==> src/rtl/rr_grant_scheduler.sv <==
// rr_grant_scheduler: round-robin req/gnt/done arbiter with hold timeout; define WAIT_MONITOR_EN for starvation flags
module rr_grant_scheduler #(
  parameter int N        = 4,
  parameter int HOLD_MAX = 8,
  parameter int MAX_WAIT = 16
) (
  input  logic                 clk,
  input  logic                 rst,
  input  logic [N-1:0]         req,
  input  logic                 done,
  output logic [N-1:0]         gnt,
  output logic                 gnt_valid,
  output logic [$clog2(N)-1:0] gnt_id,
  output logic                 timeout,
  output logic [N-1:0]         starve
);
  localparam int IW = $clog2(N);
  localparam int HW = $clog2(HOLD_MAX + 1);
  typedef enum logic {IDLE, BUSY} state_t;
  state_t          r_state, w_state_nxt;
  logic [N-1:0]    r_gnt;
  logic            r_gnt_valid, r_timeout;
  logic [IW-1:0]   r_gnt_id, r_last, w_sel, w_c;
  logic [HW-1:0]   r_hold;
  logic            w_rel_n, w_rel_f;
  always_comb begin
    w_sel = '0;
    w_c   = '0;
    for (int k = N; k >= 1; k--) begin
      w_c = IW'((int'(r_last) + k) % N);
      if (req[w_c]) w_sel = w_c;
    end
  end
  assign w_rel_n = done | ~req[r_gnt_id];
  assign w_rel_f = ~w_rel_n & (r_hold == HW'(HOLD_MAX));
  always_comb
    w_state_nxt = (r_state == IDLE) ? ((|req) ? BUSY : IDLE)
                                    : ((w_rel_n | w_rel_f) ? IDLE : BUSY);
  always_ff @(posedge clk) begin
    if (rst) begin
      r_state     <= IDLE;
      r_gnt       <= '0;
      r_gnt_valid <= 1'b0;
      r_gnt_id    <= '0;
      r_timeout   <= 1'b0;
      r_hold      <= '0;
      r_last      <= IW'(N - 1);
    end else begin
      r_state   <= w_state_nxt;
      r_timeout <= 1'b0;
      if (r_state == IDLE) begin
        if (|req) begin
          r_gnt       <= N'(1) << w_sel;
          r_gnt_valid <= 1'b1;
          r_gnt_id    <= w_sel;
          r_hold      <= HW'(1);
        end
      end else if (w_rel_n | w_rel_f) begin
        r_gnt       <= '0;
        r_gnt_valid <= 1'b0;
        r_last      <= r_gnt_id;
        r_timeout   <= w_rel_f;
      end else begin
        r_hold <= r_hold + 1'b1;
      end
    end
  end
  assign gnt       = r_gnt;
  assign gnt_valid = r_gnt_valid;
  assign gnt_id    = r_gnt_id;
  assign timeout   = r_timeout;
`ifdef WAIT_MONITOR_EN
  localparam int WW = $clog2(MAX_WAIT + 1);
  logic [WW-1:0] r_wait [N];
  logic [N-1:0]  r_starve;
  always_ff @(posedge clk) begin
    if (rst) begin
      r_starve <= '0;
      for (int i = 0; i < N; i++) r_wait[i] <= '0;
    end else begin
      for (int i = 0; i < N; i++) begin
        if (req[i] & ~r_gnt[i]) begin
          if (r_wait[i] != WW'(MAX_WAIT)) r_wait[i] <= r_wait[i] + 1'b1;
          if (r_wait[i] == WW'(MAX_WAIT - 1)) r_starve[i] <= 1'b1;
        end else begin
          r_wait[i] <= '0;
        end
      end
    end
  end
  assign starve = r_starve;
`else
  assign starve = {N{1'b0}} & {N{MAX_WAIT < 1}};
`endif
endmodule
==> config.mk <==
export PLATFORM = sky130hd
export DESIGN_NAME = rr_grant_scheduler
export DESIGN_NICKNAME = d
export VERILOG_FILES = /design/src/rtl/rr_grant_scheduler.sv
export SDC_FILE = /design/constraint.sdc
export NUM_CORES = 1
export LEC_CHECK = 0
export CORE_MARGIN = 1
export CORE_UTILIZATION = 47
export DETAILED_ROUTE_END_ITERATION = 8
export PLACE_DENSITY = 0.77
export SYNTH_ARGS = -nofsm -noshare
export SYNTH_HDL_FRONTEND = slang
export SYNTH_SLANG_ARGS = --single-unit
==> constraint.sdc <==
create_clock -name clk -period 2.1 [get_ports clk]
set_clock_uncertainty 0.05 [all_clocks]
set_input_delay 0.525 -clock clk [delete_from_list [all_inputs] [get_ports clk]]
set_output_delay 0.525 -clock clk [all_outputs]
set_load 0.02 [all_outputs]
==> results of run 1 <==
metal layers:
metal	vias to the layer above	track usage (%)
met5	-	0
met4	0	11.3
met3	2	3.02
met2	11	30.9
met1	328	23.5
li1	350	-
sequential cells by signal (all words and copies together), names as in the netlist:
signal,cells
timeout,1
r_hold,4
gnt_id,2
gnt_valid,1
r_state,1
r_last,2
gnt,4
power by group through the flow:
| stage | logic [mW] | registers (mW) | clock network (mW) |
|---|---|---|---|
| after floorplan | 0.0986 | 0.343 | 0 |
| after global placement | 0.178 | 0.333 | 0 |
| after detailed placement | 0.181 | 0.334 | 0 |
| after CTS | 0.182 | 0.327 | 0.170 |
| after global routing | 0.197 | 0.331 | 0.183 |
| final | 0.180 | 0.327 | 0.162 |
worst min path at each step:
| stage | start | to | slack, ns |
|---|---|---|---|
| 3_3_place_gp | gnt[2]$_SDFFE_PP0P_ | gnt[2]$_SDFFE_PP0P_ | 0.41 |
| 6_report | gnt[3]$_SDFFE_PP0P_ | gnt[3]$_SDFFE_PP0P_ | 0.43 |
| 3_5_place_dp | gnt[3]$_SDFFE_PP0P_ | gnt[3]$_SDFFE_PP0P_ | 0.41 |
| 2_1_floorplan | r_hold[0]$_SDFFE_PP0P_ | r_hold[0]$_SDFFE_PP0P_ | 0.42 |
| 5_1_grt | gnt[3]$_SDFFE_PP0P_ | gnt[3]$_SDFFE_PP0P_ | 0.45 |
| 4_1_cts | gnt[3]$_SDFFE_PP0P_ | gnt[3]$_SDFFE_PP0P_ | 0.43 |
layout by cell type (no fill, tap or decap), types with 3 or more instances in the layout:
cell type and n:
buf_4 9, a211oi_1 4, conb_1 4, a31oi_1 3, nor2_1 11, dfxtp_1 15, inv_1 6, clkbuf_4 3
nor3_1 6, a21oi_1 5, clkdlybuf4s50_1 14, nand2_1 4
through the flow:
step           utilization, %  setup WS, ns
2_1_floorplan               -         0.356
3_3_place_gp             63.9       -0.0737
3_5_place_dp             63.9        -0.104
4_1_cts                  65.7         0.147
5_1_grt                  65.7        0.0965
6_report                 65.7         0.162
layout make-up:
| cell class | count | area, sq um |
|---|---|---|
| fillers | 135 | 523 |
| multi-input cells | 63 | 423 |
| flip-flops and latches | 15 | 300 |
| repair buffers | 23 | 208 |
| clock buffers | 3 | 22.5 |
| inverters | 6 | 22.5 |
| well taps | 16 | 20.0 |
| clock inverters | 1 | 5.00 |
cell families (layout without fill, tap and decap cells):
kind of cell             after synthesis  after routing  share of synthesized area, %
adder cells (fa/ha/maj)                2              2                          3.23
AO/OA/AOI/OAI                         22             22                          22.6
AND/OR/NAND/NOR                       30             30                          19.7
multiplexers                           4              4                          5.97
buffers and inverters                 12             33                          8.23
other                                  1              4                         0.483
XOR/XNOR                               1              1                          1.13
flip-flops                            15             15                          38.7
==> impl_metrics.yaml, run 1 <==
final_layout:
  stdcell_area_sq_um: 1000
  drive_gt1_share_pct: 18.0
  antenna_cells: 0
  stdcell_count: 127
  syn_to_final_growth_pct: 29.0
  nNetsFinal: 121
worst_setup_path:
  end_kind: "output port"
  critPathRequiredTime_ns: 1.52
  r2r_slack_ns: 0.42
  max_stage_delay_ns: 0.64
  slowest_stage: "clkdlybuf4s50_1"
  crit_family: "buffers and inverters"
  reg2reg_depth: 5
  path_cells: "clkdlybuf4s50_1"
  critical_path_cell_count: 1
  reg2reg_to: "gnt[1]$_SDFFE_PP0P_"
  crit_path_start: "gnt_id[1]$_SDFFE_PP0P_"
  arrival_ns: 1.36
  worst-path-max-fanout: 5
  r2r-start: "gnt_id[1]$_SDFFE_PP0P_"
  critPathBufInv: 1
  critical_path_class: "reg2out"
  cp-start-kind: "flip-flop"
  setup.worst_path.end: "gnt_id[1]"
timing:
  finalSetupViolCount: 0
  rsz0062_at_grt: "no"
  hold_violations: 0
  final_max_slew_viol_count: 0
  finalCriticalPeriod_ns: 1.94
  fin_tns_setup_ns: 0
  fin_crit_sh_pct: 92.3
  whs_ns: 0.428
  max_freq_mhz: 516
yosys:
  synth_top_area_cell: "dfxtp_1"
  async_flop_share_pct: 0
  synth-seq-cells: 15
  yosys-top-cells-area: "dfxtp_1 39%, nor2_1 5.3%, buf_4 4.8%, nor3_1 3.9%, a211oi_1 3.9%"
  synth_flop_cell: "dfxtp_1"
  synth_top_area_share_pct: 38.7
  ys_types: 32
  synthTopCellsByCount: "15 x dfxtp_1, 11 x nor2_1, 6 x inv_1, 6 x nor3_1"
  synthCells: 87
  synth_warnings: 0
  yosysMostFrequentCell: "dfxtp_1"
  synth_edf_count: 0
  syn-cell-area_sq_um: 776
  avgSynthCellArea_sq_um: 8.92
  ys_seq_area_share_pct: 38.7
clock_tree:
  clkTransAtPathRegs_ns: 0.09
  post_cts_resized: 0
  numCtsBuffers: 3
  post_cts_buffers: 0
  cts.sinks: 15
  clock_latency_ns: 0.28
  clockBufferDepth: 2
  htreeDepth: 1
  ctsHoldBuffers: 0
  cts_root_buffer: "clkbuf_4"
  cts_tree: "built"
floorplanning:
  die_area_sq_um: 1820
  io_pins: 19
  die_x_um: 42.6
  design.core.area_sq_um: 1520
  rows: 14
  die_h_um: 42.6
  initial_core_util_pct: 50.9
drt:
  post_drt_wl_per_cell_um: 12.1
  dr.pass1.iters: 4
  route.met3.wl_um: 54
  wl_um: 1540
  ant_nets: 0
  drt-met1-wl_um: 714
  routed-via-count: 691
  top_layer: "met4"
  first_iter_violations: 12
  drc: 0
  vias_per_cell: 5.44
  wl_met2_um: 762
grt:
  antenna_found_initial: 0
  grt_max_degree: 10
  grt_pass1_vias: 646
  grt_pass1_wl_um: 2600
  overflow: 0
  track_usage_pct: 19.1
pwr:
  power-per-cell-area_nw_per_um2: 669
  switching_share_pct: 30.1
  ir_worst_vdd_mv: 0.433
  comb_power_share_pct: 26.9
  leakagePower_nw: 0.419
  internal-power_mw: 0.468
  clkPwrFrac_pct: 24.2
  p_switching_mw: 0.202
  p_seq_share_pct: 48.9
  finalPower_mw: 0.669
placement:
  io_buffer_count: 14
  dp.cells: 123
  place_hpwl_um: 1190
  placed_area_sq_um: 973
  place_congestion: 0.812
min_path:
  hold_depth: 1
  hp-class: "reg2reg"
status:
  outcome: "finished clean"
job:
  drv_cap: 0
(Power assumes the default switching activity.)
==> run 2: changes to the inputs <==
--- a/config.mk
+++ b/config.mk
@@ -7,6 +7,7 @@
 export LEC_CHECK = 0
 export CORE_MARGIN = 1
 export CORE_UTILIZATION = 47
+export CTS_CLUSTER_DIAMETER = 150
 export DETAILED_ROUTE_END_ITERATION = 8
 export PLACE_DENSITY = 0.77
 export SYNTH_ARGS = -nofsm -noshare
==> results of run 2 <==
The final DEF is identical to that of run 1; final timing and power are the same.
==> run 3: changes to the inputs <==
--- a/config.mk
+++ b/config.mk
@@ -6,10 +6,11 @@
 export NUM_CORES = 1
 export LEC_CHECK = 0
 export CORE_MARGIN = 1
-export CORE_UTILIZATION = 47
+export CORE_UTILIZATION = 42
 export CTS_CLUSTER_DIAMETER = 150
 export DETAILED_ROUTE_END_ITERATION = 8
-export PLACE_DENSITY = 0.77
+export PLACE_DENSITY = 0.72
+export SKIP_LAST_GASP = 1
 export SYNTH_ARGS = -nofsm -noshare
 export SYNTH_HDL_FRONTEND = slang
 export SYNTH_SLANG_ARGS = --single-unit
==> constraint.sdc (replaced) <==
create_clock -name clk -period 1.7 [get_ports clk]
set_clock_uncertainty 0.05 [all_clocks]
set_input_delay 0.425 -clock clk [delete_from_list [all_inputs] [get_ports clk]]
set_output_delay 0.425 -clock clk [all_outputs]
set_load 0.02 [all_outputs]
==> impl_metrics.yaml, run 3 (synthesized netlist as in run 1, its figures left out) <==
final_layout:
  stdcell_count: 137
  antenna_cells: 0
  syn_to_final_growth_pct: 33.5
  fillerInstances: 160
  mostFrequentLayoutCell: "dfxtp_1"
  nNetsFinal: 122
  drive_gt1_share_pct: 24.1
  final_cell_mix: "14 x dfxtp_1, 11 x nor2_1, 11 x dlygate4sd2_1"
min_path:
  hp-class: "reg2reg"
  min_from: "gnt[2]$_SDFFE_PP0P_"
pwr:
  power-per-cell-area_nw_per_um2: 804
  comb_power_share_pct: 26.6
  p_seq_share_pct: 48.7
  switching_share_pct: 31.8
  internal-power_mw: 0.568
  clkPwrFrac_pct: 24.7
  leakagePower_nw: 0.490
  ir_worst_vdd_mv: 0.450
  p_switching_mw: 0.265
floorplanning:
  design.core.area_sq_um: 1730
  die_area_sq_um: 2020
  die_x_um: 45.0
  io_pins: 19
  die_h_um: 45.0
  rows: 15
  initial_core_util_pct: 44.9
clock_tree:
  clkTransAtPathRegs_ns: 0.09
  cts.sinks: 15
  cts_tree: "built"
  cts_root_buffer: "clkbuf_4"
  clockBufferDepth: 2
  clock_latency_ns: 0.28
  numCtsBuffers: 3
  htreeDepth: 1
  ctsHoldBuffers: 0
  post_cts_buffers: 0
worst_setup_path:
  critPathRequiredTime_ns: 1.87
  end_kind: "flip-flop"
  r2r-start: "gnt_id[1]$_SDFFE_PP0P_"
  critical_path_class: "reg2reg"
  worst-path-max-fanout: 5
  arrival_ns: 1.78
  crit_path_start: "gnt_id[1]$_SDFFE_PP0P_"
  cp-start-kind: "flip-flop"
drt:
  drc: 0
  dr.pass1.iters: 2
  vias_per_cell: 5.17
  wl_um: 1750
  ant_nets: 0
  first_iter_violations: 3
  post_drt_wl_per_cell_um: 12.8
  routed-via-count: 708
grt:
  grt_pass1_wl_um: 2740
  grt_pass1_vias: 647
  track_usage_pct: 18.6
  top_usage_layer: "met2"
  grt_use_met3_pct: 4.40
  overflow: 0
  antenna_found_initial: 0
  met1_usage_pct: 21.8
  grt_max_degree: 10
  grt.met2_usage_pct: 30.4
timing:
  finalCriticalPeriod_ns: 1.62
  hold_violations: 0
  final_max_slew_viol_count: 0
  rsz0062_at_grt: "no"
  fin_crit_sh_pct: 95.1
  finalSetupViolCount: 0
  fin_tns_setup_ns: 0
  max_freq_mhz: 619
placement:
  place_congestion: 0.770
  io_buffer_count: 14
  dp.cells: 133
  place_hpwl_um: 1240
job:
  drv_cap: 0
status:
  outcome: "finished clean"
[run 3: worst paths after layout]
| kind | end | slack (ns) | cells after the start |
|---|---|---|---|
| worst min register to register | gnt[2]$_SDFFE_PP0P_ | 0.43 | 1 |
| worst max register to register | r_hold[2]$_SDFFE_PP0P_ | 0.08 | 5 |
| worst max-delay path | r_hold[2]$_SDFFE_PP0P_ | 0.08 | 5 |
| worst min-delay path | gnt[2]$_SDFFE_PP0P_ | 0.43 | 1 |
[run 3: area by class of cell]
cell class / instances / area, sq um / area share [%]
Timing Repair Buffer: 24 / 206 / 19.9
Clock inverter: 1 / 5.00 / 0.483
Tap cell: 25 / 31.3 / 3.02
Multi-Input combinational cell: 63 / 447 / 43.1
Clock buffer: 3 / 22.5 / 2.17
Sequential cell: 15 / 302 / 29.1
Inverter: 6 / 22.5 / 2.17
[run 3: power by group through the flow]
stage	combinational (mW)	clock, mW	sequential [mW]
floorplan	0.122	0	0.424
global placement	0.222	0	0.412
detailed placement	0.224	0	0.413
CTS	0.217	0.210	0.405
global route	0.240	0.229	0.409
finish	0.221	0.206	0.406
[run 3: repair_timing]
item / in CTS / in global routing
setup endpoints to repair: 16 / 7
resized for setup: 15 / 3
pin swaps: 1 / 2
[run 3: through the flow]
stage          instance area (sq um)  hold WS (ns)  setup WS [ns]  utilization (%)  power [mW]
6_report                        1040         0.433         0.0833             60.0       0.833
5_1_grt                         1040         0.451        0.00453             60.0       0.877
4_1_cts                         1030         0.436        0.00233             59.4       0.832
3_5_place_dp                     993         0.419         -0.388             57.5       0.637
3_3_place_gp                     993         0.406         -0.377             57.5       0.633
2_1_floorplan                    788         0.421         0.0564                -       0.546
[run 3: worst max-delay path, cell delays in order (launching register included)]
cell     delay [ns]
dfxtp_2        0.39
mux2_4         0.33
a22o_4         0.29
and4_2         0.23
xnor2_1        0.12
nor3_1         0.15
[run 3: per-layer routing]
layer	part of all wire, %	wire length [um]
met1	46	799
met3	2.7	48
met2	51	891
met5	0	0
met4	0.68	12
==> RTL change 1: new RTL, settings of run 1 <==
The option `WAIT_MONITOR_EN` is turned on by a define.
--- a/src/rtl/rr_grant_scheduler.sv
+++ b/src/rtl/rr_grant_scheduler.sv
@@ -1,4 +1,6 @@
 // rr_grant_scheduler: round-robin req/gnt/done arbiter with hold timeout; define WAIT_MONITOR_EN for starvation flags
+`define WAIT_MONITOR_EN
+
 module rr_grant_scheduler #(
   parameter int N        = 4,
   parameter int HOLD_MAX = 8,
Formal check against the unedited RTL: no difference found for any inputs over 10 cycles, from zero or initial values and one cycle with rst high; that may be too few to reach the edited logic, so the function may still have changed.
==> RTL change 1 against run 1 <==
  * Synthesized area rose to 2.6 times the old value
  * Via count rose by 130%
  * Routed wire length rose to 2.6 times the old value
  * Sequential cell count rose by 24
  * Worst hold slack improved by 6.9 ps
  * Worst setup slack got worse by 56 ps
  * Power rose to 2.6 times the old value
  * Cell area rose to 2.5 times the old value
==> RTL change 1: results (changes against run 1) <==
| Metric | Value |
|---|---|
| Status | `complete, no violations` |
| CP arrival | `1980 ps (+620 ps)` |
| Gr usage total | `20.5% (+1.4 points)` |
| Largest stage delay on the critical path | `560 ps (-80 ps)` |
| Sequential area share after synthesis | `48.9% (+10 points)` |
| Layout cells sized above 1 | `15.7% (-2.3 points)` |
| Routed vias/inst | `5.41 (-0.55%)` |
| Family with the most delay on the worst path | `simple AND/OR/NAND/NOR gates` |
| Slowest-stage cell, CP | `or4b_4` |
| EDFF count, synth | `20 (+20)` |
| Mux cell area share after synthesis | `0.998% (-5.0 points)` |
| Switching pwr | `0.422 mW (+110%)` |
| DR iter-0 viols | `87 (+75)` |
| Nets@finish | `262 (+120%)` |
| M1 GR Usage | `26.2% (+2.7 points)` |
| Met3 wire len | `195 microns (+260%)` |
| Final Non-Filler Cells | `292 (+130%)` |
| Synth area leaders | `edfxtp_1 (30%), dfxtp_1 (19%), ha_1 (8.7%)` |
| Routed len/inst | `13.9 microns (+14%)` |
| Vias in the first global route | `1495 (+130%)` |
| XOR/XNOR Fraction of Synth Area | `3.49% (+2.4 points)` |
| Synthesized instance count | `195 (+120%)` |
| Crit path launch | `r_wait[3][1]` |
| Post-synth top cells | `nor2_1 (21), edfxtp_1 (20), dfxtp_1 (19), inv_1 (17), ha_1 (14)` |
| Critical Path Sink | `r_wait[3][2]` |
| Met2 wire length | `1.90 mm (+150%)` |
| R2R depth | `4 (-1)` |
| Number of port buffers | `18 (+4)` |
| Maximum VDD drop | `0.554 mV (+28%)` |
| Setup slack after layout | `106 ps (-55.6 ps)` |
| Hpwl dp | `2.95 mm (+150%)` |
| M2 GR Usage | `33.3% (+2.3 points)` |
| Final hold slack | `435 ps (+6.93 ps)` |
-- RTL change 1: cell count changes after synthesis, moves of 4 or more --
cell and delta:
edfxtp_1 +20, and3_1 +9, dfxtp_1 +4, or4b_1 +7
buf_4 -4, inv_1 +11, xor2_1 +4, nand2_1 +6
nor2_1 +10, nand3_1 +8, ha_1 +12
-- RTL change 1: final cells by class --
class,count,area (sq um)
Sequential cell,39,981
Clock inverter,2,35.0
Timing Repair Buffer,42,360
Clock buffer,6,82.6
Multi-Input combinational cell,136,958
Inverter,17,63.8
Fill cell,330,1510
Tap cell,50,62.6
-- RTL change 1: power groups by stage --
stage / combinational [mW] / sequential, mW / clock (mW)
after floorplan: 0.121 / 0.885 / 0
after global placement: 0.253 / 0.877 / 0
after detailed placement: 0.256 / 0.879 / 0
after CTS: 0.260 / 0.861 / 0.664
after global routing: 0.287 / 0.867 / 0.699
final: 0.261 / 0.862 / 0.641
==> RTL change 2: new RTL, config.mk and constraints of run 1 <==
Without the edit above. Put one more register stage on the output `timeout`, cleared by the reset. The value now appears one clock later. The other outputs are not delayed to match.
--- a/src/rtl/rr_grant_scheduler.sv
+++ b/src/rtl/rr_grant_scheduler.sv
@@ -68,7 +68,13 @@
   assign gnt       = r_gnt;
   assign gnt_valid = r_gnt_valid;
   assign gnt_id    = r_gnt_id;
-  assign timeout   = r_timeout;
+  always_ff @(posedge clk) begin
+    if (rst) begin
+      timeout <= '0;
+    end else begin
+      timeout <= r_timeout;
+    end
+  end
 `ifdef WAIT_MONITOR_EN
   localparam int WW = $clog2(MAX_WAIT + 1);
   logic [WW-1:0] r_wait [N];
Behaviour: not the same (Yosys sat finds a counterexample within 10 cycles, from zero or initial values and one cycle with rst high).
==> RTL change 2 against run 1 <==
  * Cell area is 9.5% higher
  * Combinational power is 7% higher
  * Die area is 9.2% higher
  * Power is 11% higher
  * Sequential cell count is 1 higher
  * Register-to-register slack better by 80 ps
  * Routed wire length is 20% higher
  * Worst setup slack worse by 5.8 ps
  * Fmax is 0.30% lower
  * Sequential power is 6% higher
  * Synthesized area is 9.7% higher
==> RTL change 2: results (changes against run 1) <==
| Metric | Value |
|---|---|
| Nets@finish | `127 (+5.0%)` |
| Netlist cell types | `40 (+25%)` |
| Met2 wire length | `886 microns (+16%)` |
| Met3 wire len | `72 microns (+33%)` |
| Post-synth top cells | `dfxtp_1 (16), nor2_1 (8), and3_1 (5)` |
| Clock Power Share | `27.4% (+3.2 points)` |
| Worst-skew pair later-pin latency | `280 ps (about the same)` |
| Synth area leaders | `dfxtp_1 (38%), a32o_1 (4.7%), and3_1 (3.7%)` |
| Comb pwr share | `25.9% (-1.0 points)` |
| Prevailing post-synth register cell | `dfxtp_1` |
| Vias | `790 (+14%)` |
| Pin count of the biggest net entering global routing | `12 (+2)` |
| Final Non-Filler Cells | `142 (+12%)` |
| Power Total | `0.741 mW (+11%)` |
| Met3 Track Usage GR | `4.90% (+1.9 points)` |
| Internal | `0.522 mW (+12%)` |
| Layout cells sized above 1 | `15.4% (-2.6 points)` |
| Maximum VDD drop | `0.722 mV (+67%)` |
| Die W | `44.5 microns (+4.5%)` |
| Sequential area share after synthesis | `37.6% (-1.1 points)` |
| Gr usage total | `21.5% (+2.4 points)` |
| Met1 Wirelength | `844 microns (+18%)` |
| M1 GR Usage | `26.5% (+3.0 points)` |
| Hpwl dp | `1.41 mm (+19%)` |
| Number of port buffers | `14 (unchanged)` |
| DR iter-0 viols | `21 (+9)` |
| Vias in the first global route | `702 (+8.7%)` |
| First-pass GRT wire length | `3.03 mm (+16%)` |
| Placer congestion estimate | `0.834 (+2.7%)` |
| Layout fillers | `140 (+3.7%)` |
| Post-Syn Area per Cell | `9.15 sq um (+2.6%)` |
| Dpl ws | `-101 ps (+3.04 ps)` |
| Status | `complete, no violations` |
| Static leakage power | `0.459 nW (+9.5%)` |
| M2 GR Usage | `35.9% (+5.0 points)` |
| Top Metal Used | `met4` |
| Antenna cells | `0 (unchanged)` |
| Routed WL | `1.85 mm (+20%)` |
[RTL change 2: cell count changes in the layout (fill, tap and decap cells not counted), sizes merged, moves of 3 or more]
| cell | before | now |
|---|---|---|
| a211oi | 4 | 1 |
| nor2b | 1 | 4 |
| nor3 | 7 | 1 |
| a22o | 3 | 0 |
| a21oi | 6 | 3 |
| and3 | 1 | 5 |
[RTL change 2: path summary, 6_finish.rpt]
path | from | endpoint | slack, ps | cells past startpoint
max | gnt_id[1] | gnt_id[1] | 160 | 1
min | r_timeout | timeout | 400 | 1
max reg2reg | r_hold[0] | r_last[0] | 500 | 6
min reg2reg | r_timeout | timeout | 400 | 1
[RTL change 2: per-stage QoR]
stage / setup TNS (ps) / utilization, % / instance area (sq um) / hold WS [ps]
2_1_floorplan: 0 / - / 862 / 364
4_1_cts: 0 / 64.2 / 1100 / 406
3_3_place_gp: -489 / 62.1 / 1060 / 370
3_5_place_dp: -633 / 62.1 / 1060 / 384
5_1_grt: 0 / 64.2 / 1100 / 417
6_report: 0 / 64.2 / 1100 / 404
[RTL change 2: final cells by class]
type | count | area (sq um) | share of cell area, %
multi-input combinational | 71 | 493 | 45.0
clock buffer | 4 | 36.3 | 3.31
timing repair buffer | 22 | 200 | 18.3
inverter | 4 | 15.0 | 1.37
sequential | 16 | 320 | 29.2
tap | 25 | 31.3 | 2.85
[RTL change 2: cell families (layout without fill, tap and decap cells)]
logic type | after synthesis | after routing | share of synthesized area (%)
AOI/OAI and AO/OA | 26 | 26 | 25.4
adders and majority gates | 2 | 2 | 2.94
buffers and inverters | 9 | 30 | 5.73
DFF | 16 | 16 | 37.6
muxes | 4 | 4 | 4.85
other | 1 | 4 | 0.441
and+or+nand+nor | 35 | 35 | 22.9
